[src/rtl/matrix_row_fetcher_pkg.sv]
// Shared types and defaults for the matrix row fetcher
// and the ROM slave wrapper it reads from.
package matrix_row_fetcher_pkg;

    typedef enum logic [1:0] {
        IDLE,
        REQ,
        WAIT_DATA,
        PUSH
    } fetch_state_t;

    localparam int unsigned DEF_NUM_ROWS    = 8;
    localparam int unsigned DEF_DATA_W      = 64;
    localparam int unsigned DEF_ADDR_W      = 32;
    localparam int unsigned DEF_BASE_ADDR   = 0;
    localparam int unsigned DEF_ADDR_STRIDE = 1;
    localparam int unsigned DEF_TIMEOUT     = 255;

    // Counter width for n distinct values, never below one bit.
    function automatic int cnt_w(input int unsigned n);
        return (n <= 2) ? 1 : $clog2(n);
    endfunction

    localparam int DEF_IDX_W = cnt_w(DEF_NUM_ROWS);
    localparam int DEF_TMR_W = cnt_w(DEF_TIMEOUT + 1);

endpackage

[src/rtl/matrix_row_fetcher.sv]
// Avalon-MM read master: fetches NUM_ROWS rows one read at a time
// and streams each row downstream over valid/ready.
module matrix_row_fetcher
    import matrix_row_fetcher_pkg::*;
#(
    parameter int unsigned NUM_ROWS       = DEF_NUM_ROWS,
    parameter int unsigned DATA_W         = DEF_DATA_W,
    parameter int unsigned ADDR_W         = DEF_ADDR_W,
    parameter int unsigned BASE_ADDR      = DEF_BASE_ADDR,
    parameter int unsigned ADDR_STRIDE    = DEF_ADDR_STRIDE,
    parameter int unsigned TIMEOUT_CYCLES = DEF_TIMEOUT,
    localparam int IDX_W = cnt_w(NUM_ROWS),
    localparam int TMR_W = cnt_w(TIMEOUT_CYCLES + 1)
) (
    input  logic              clk,
    input  logic              reset_n,
    input  logic              start,
    input  logic              abort,
    output logic [ADDR_W-1:0] avm_address,
    output logic              avm_read,
    input  logic              avm_waitrequest,
    input  logic [DATA_W-1:0] avm_readdata,
    input  logic              avm_readdatavalid,
    output logic [DATA_W-1:0] row_data,
    output logic [IDX_W-1:0]  row_idx,
    output logic              row_valid,
    input  logic              row_ready,
    output logic              busy,
    output logic              done,
    output logic              error
);

    localparam logic [ADDR_W-1:0] BASE   = ADDR_W'(BASE_ADDR);
    localparam logic [ADDR_W-1:0] STRIDE = ADDR_W'(ADDR_STRIDE);
    localparam logic [IDX_W-1:0]  LAST   = IDX_W'(NUM_ROWS - 1);
    localparam logic [TMR_W-1:0]  T_LAST = TMR_W'(TIMEOUT_CYCLES - 1);

    fetch_state_t state_q;
    fetch_state_t state_d;

    logic [IDX_W-1:0] row_cnt;
    logic [TMR_W-1:0] timer;

    logic go;
    logic acc;
    logic got;
    logic tmo;
    logic tick;
    logic pop;
    logic last;

    assign go   = (state_q == IDLE) && start;
    assign acc  = (state_q == REQ) && avm_read && !avm_waitrequest;
    assign got  = (state_q == WAIT_DATA) && avm_readdatavalid;
    assign tmo  = (state_q == WAIT_DATA) && !avm_readdatavalid
                  && (timer == T_LAST);
    assign tick = (state_q == WAIT_DATA) && !avm_readdatavalid
                  && (timer != T_LAST);
    assign pop  = (state_q == PUSH) && row_valid && row_ready;
    assign last = (row_cnt == LAST);
    assign busy = (state_q != IDLE);

    always_ff @(posedge clk or negedge reset_n) begin
        if (!reset_n) begin
            state_q <= IDLE;
        end else begin
            state_q <= state_d;
        end
    end

    always_comb begin
        state_d = state_q;
        if (abort) begin
            state_d = IDLE;
        end else begin
            unique case (state_q)
                IDLE:      if (go) state_d = REQ;
                REQ:       if (acc) state_d = WAIT_DATA;
                WAIT_DATA: begin
                    if (got) begin
                        state_d = PUSH;
                    end else if (tmo) begin
                        state_d = IDLE;
                    end
                end
                PUSH:      if (pop) state_d = last ? IDLE : REQ;
                default:   state_d = IDLE;
            endcase
        end
    end

    // Strobes are mutually exclusive because each is qualified by state.
    always_ff @(posedge clk or negedge reset_n) begin
        if (!reset_n) begin
            avm_address <= BASE;
            avm_read    <= 1'b0;
            row_data    <= '0;
            row_idx     <= '0;
            row_valid   <= 1'b0;
            done        <= 1'b0;
            error       <= 1'b0;
            row_cnt     <= '0;
            timer       <= '0;
        end else begin
            done <= 1'b0;
            if (abort) begin
                avm_read  <= 1'b0;
                row_valid <= 1'b0;
            end else begin
                unique case (1'b1)
                    go: begin
                        row_cnt     <= '0;
                        error       <= 1'b0;
                        avm_address <= BASE;
                        avm_read    <= 1'b1;
                    end
                    acc: begin
                        avm_read <= 1'b0;
                        timer    <= '0;
                    end
                    tick: begin
                        timer <= timer + 1'b1;
                    end
                    tmo: begin
                        error <= 1'b1;
                    end
                    got: begin
                        row_data  <= avm_readdata;
                        row_idx   <= row_cnt;
                        row_valid <= 1'b1;
                    end
                    pop: begin
                        row_valid <= 1'b0;
                        if (last) begin
                            done <= 1'b1;
                        end else begin
                            row_cnt     <= row_cnt + 1'b1;
                            avm_address <= avm_address + STRIDE;
                            avm_read    <= 1'b1;
                        end
                    end
                    default: ;
                endcase
            end
        end
    end

endmodule
[config.mk]
export PLATFORM = sky130hd
export DESIGN_NAME = matrix_row_fetcher
export DESIGN_NICKNAME = d
export VERILOG_FILES = /design/src/rtl/matrix_row_fetcher_pkg.sv /design/src/rtl/matrix_row_fetcher.sv
export SDC_FILE = /design/constraint.sdc
export NUM_CORES = 1
export LEC_CHECK = 0
export ABC_AREA = 1
export CAP_MARGIN = 20
export CORE_MARGIN = 2
export CORE_UTILIZATION = 47
export CTS_CLUSTER_DIAMETER = 120
export DETAILED_ROUTE_END_ITERATION = 8
export PLACE_DENSITY = 0.85
export SYNTH_ARGS = -nofsm -noshare
export SYNTH_HDL_FRONTEND = slang
export SYNTH_SLANG_ARGS = --single-unit
[constraint.sdc]
create_clock -name clk -period 2.1 [get_ports clk]
set_clock_uncertainty 0.1 [all_clocks]
set_input_delay 0.525 -clock clk [delete_from_list [all_inputs] [get_ports clk]]
set_output_delay 0.525 -clock clk [all_outputs]
set_load 0.05 [all_outputs]
==> flow_summary.toml, run 1 <==
[status]
status = "complete, no violations"

[clock_tree]
cts_buffers = 17
cts-hold-fix-buffers = 0
clockBufferDepth = 2
cts_num_sinks = 116
cts_tree = "done"
postCtsSetupRepairBufs = 0
clk_latency_ns = 0.41
clkTransAtPathRegs_ns = 0.05
ctsRootBufferMaster = "clkbuf_16"
cts_max_level = 4

[sta]
whs_ns = 0.0277
tightest_slew_ns = 0.511
rsz0062_at_grt = "false"
relSlewSlack_pct = 66.1
finalSetupViolCount = 0
fmax_mhz = 487
setup-tns-final_ns = 0
period_share_pct = 97.9
fin_crit_ns = 2.06
hold_violations = 0
final.setup.worst_slack_ns = 0.0447
timing.final.max_slew_violations = 0

[grt]
grt_pass1_vias = 4982
track_usage_pct = 24.5
grt-ovfl-total = 0
antenna_found_initial = 0
grt_pass1_wl_um = 24500
grt_max_degree = 86

[route]
wl_per_cell_um = 16.1
vias_per_cell = 5.21
via_count = 4929
drtAntennaViolNets = 0
routed_wl_um = 15300
drt-pass1-iter-count = 5
drc = 0
drt_iter0_markers = 333

[pwr]
p_leak_uw = 0.00393
vdd_drop_max_mv = 1.42
pwr_density_cell_mw_per_mm2 = 1410

[critical_path]
criticalPathCategory = "reg2out"
cp-start-kind = "flip-flop"
slowest_stage = "dfrtp_1"
path_cells = "nor2_1, inv_1, buf_4"
cp-end-kind = "primary output"
crit_arrival_ns = 1.43
crit_fanout = 6
crit_required_ns = 1.47
crit_path_start = "state_q[0]$_DFFE_PN0P_"
reg2reg_from = "avm_address[1]$_DFFE_PN0P_"
slowest_delay_ns = 0.45

[flow_run]
cap_violations = 0

[placed_design]
dp_hpwl_um = 11100
io_buffer_count = 174
gp_congestion = 0.936
post-place-ws_ns = -0.129

[synthesis]
synth_area_per_cell_um2 = 9.52
syn-num-nets = 659
ys_types = 32
synthCells = 583
netlist_area_mm2 = 0.00555
seq_area_frac_synth_pct = 52.3
yosys_warnings = 0
ys_ff_latch = 116

[die]
rows = 39
ios = 175
core_mm2 = 0.0115
die_w_um = 113
die_h_um = 113
die_area_mm2 = 0.0127
start_util_pct = 48.4

[final_layout]
drive_above_1_share_pct = 28.6
fill_cells = 833
final_core_util_pct = 69.6
syn_to_final_growth_pct = 43.8
diodes = 0
seq_area_mm2 = 0.00290
multiInputGateArea_mm2 = 0.00233
final_nets = 866

[min_path]
hold_path.class = "in2async"
## stage by stage
step | instances | area, µm² | total power, µW
after detailed placement | 914 | 7400 | 8390
after global routing | 946 | 7980 | 11600
after floorplan | 583 | 5550 | 6680
final | 946 | 7980 | 11200
after CTS | 946 | 7980 | 11300
after global placement | 914 | 7400 | 8210
## registers in the layout (all words and copies together), names as in the netlist
signal and cells:
row_idx 3, error 1, state_q 2, row_cnt 3, done 1, row_data 64
row_valid 1, avm_read 1, timer 8, avm_address 32
## final timing paths
path / to / slack (ns) / depth (start not counted)
setup / recovery: busy / 0.04 / 3
hold / removal: row_data[16]$_DFFE_PN0P_ / 0.03 / 2
setup reg to reg: avm_address[26]$_DFFE_PN0P_ / 0.22 / 10
hold reg to reg: row_idx[2]$_DFFE_PN0P_ / 0.40 / 2
max in group asynchronous: avm_address[7]$_DFFE_PN0P_ / 1.47 / 2
min in group clk: row_idx[2]$_DFFE_PN0P_ / 0.40 / 2
## critical path: cells and delay by family, from the launching register on
family                 cells  cell delay, ns
AND/OR/NAND/NOR            1            0.28
flip-flops                 1            0.45
buffers and inverters      2            0.29
## cells in the final DEF, fill, tap and decap left out, types with 5 or more instances in the layout
| cell | count |
|---|---|
| nand2_1 | 131 |
| a21oi_1 | 6 |
| buf_4 | 118 |
| xor2_1 | 8 |
| mux2_4 | 16 |
| ha_1 | 5 |
| clkdlybuf4s50_1 | 69 |
| clkinv_2 | 5 |
| o21ai_0 | 20 |
| nand3_1 | 46 |
| nand4_1 | 11 |
| inv_1 | 53 |
| dlygate4sd2_1 | 8 |
| nor2_1 | 83 |
| dfrtp_1 | 116 |
| clkbuf_16 | 17 |
| buf_12 | 6 |
| nor3_1 | 5 |
| mux2_2 | 48 |
## per-layer routing
metal | global-route usage [%] | up-vias | wire length, µm | part of all wire (%)
li1 | - | 2314 | - | -
met4 | 10.5 | 0 | 414 | 2.7
met1 | 29.3 | 2397 | 5940 | 39
met5 | 0 | - | 0 | 0
met3 | 5.94 | 38 | 945 | 6.2
met2 | 42.2 | 180 | 7960 | 52
## where the power goes
group | total (µW) | switching [µW] | leakage [µW] | internal (µW)
clock | 2910 | 996 | 0.000290 | 1910
combinational | 4940 | 3260 | 0.00213 | 1680
sequential | 3380 | 440 | 0.00151 | 2940
total | 11200 | 4690 | 0.00393 | 6540
## synth_stat cells (all sizes together)
library cell,instances,share of area (%)
o21bai,1,0.14
o31ai,1,0.14
ha,5,1.1
nor3,6,0.63
a21oi,6,0.54
nand4,11,1.2
nand2,135,9.3
xor2,8,1.3
dfrtp,116,52
nand3,49,4.7
and2,1,0.11
nor2,86,6.0
a31oi,3,0.34
o21ai,20,1.8
inv,54,3.7
o21a,1,0.14
mux2,64,14
clkbuf,1,0.068
or2,1,0.11
nor3b,1,0.14
xnor2,1,0.16
buf,12,2.0
## cells by family (layout without fill, tap and decap cells)
family | count (synthesis) | count (layout) | share of synthesized area [%]
XOR/XNOR | 9 | 9 | 1.42
multiplexers | 64 | 64 | 14.1
flip-flops | 116 | 116 | 52.3
AO/OA/AOI/OAI | 32 | 32 | 3.09
AND/OR/NAND/NOR | 290 | 290 | 22.3
buffers and inverters | 67 | 287 | 5.73
adder cells (fa/ha/maj) | 5 | 5 | 1.13
## area by class of cell
| type | instances | area share [%] |
|---|---|---|
| Multi-Input combinational cell | 400 | 29.3 |
| Timing Repair Buffer | 201 | 22.1 |
| Inverter | 54 | 2.54 |
| Clock buffer | 22 | 5.82 |
| Sequential cell | 116 | 36.4 |
| Tap cell | 143 | 2.24 |
| Clock inverter | 10 | 1.63 |
## repair_timing
action | CTS | global route
setup endpoints to repair | 8 | 0
resized for setup | 8 | 0
endpoints found under the hold margin | 0 | 0
(Power assumes the default switching activity.)
==> run 2: changes to the inputs <==
- ABC_CLOCK_PERIOD_IN_PS: default -> 2100
==> results of run 2 <==
Final layout, timing and power as in run 1 (identical DEF).
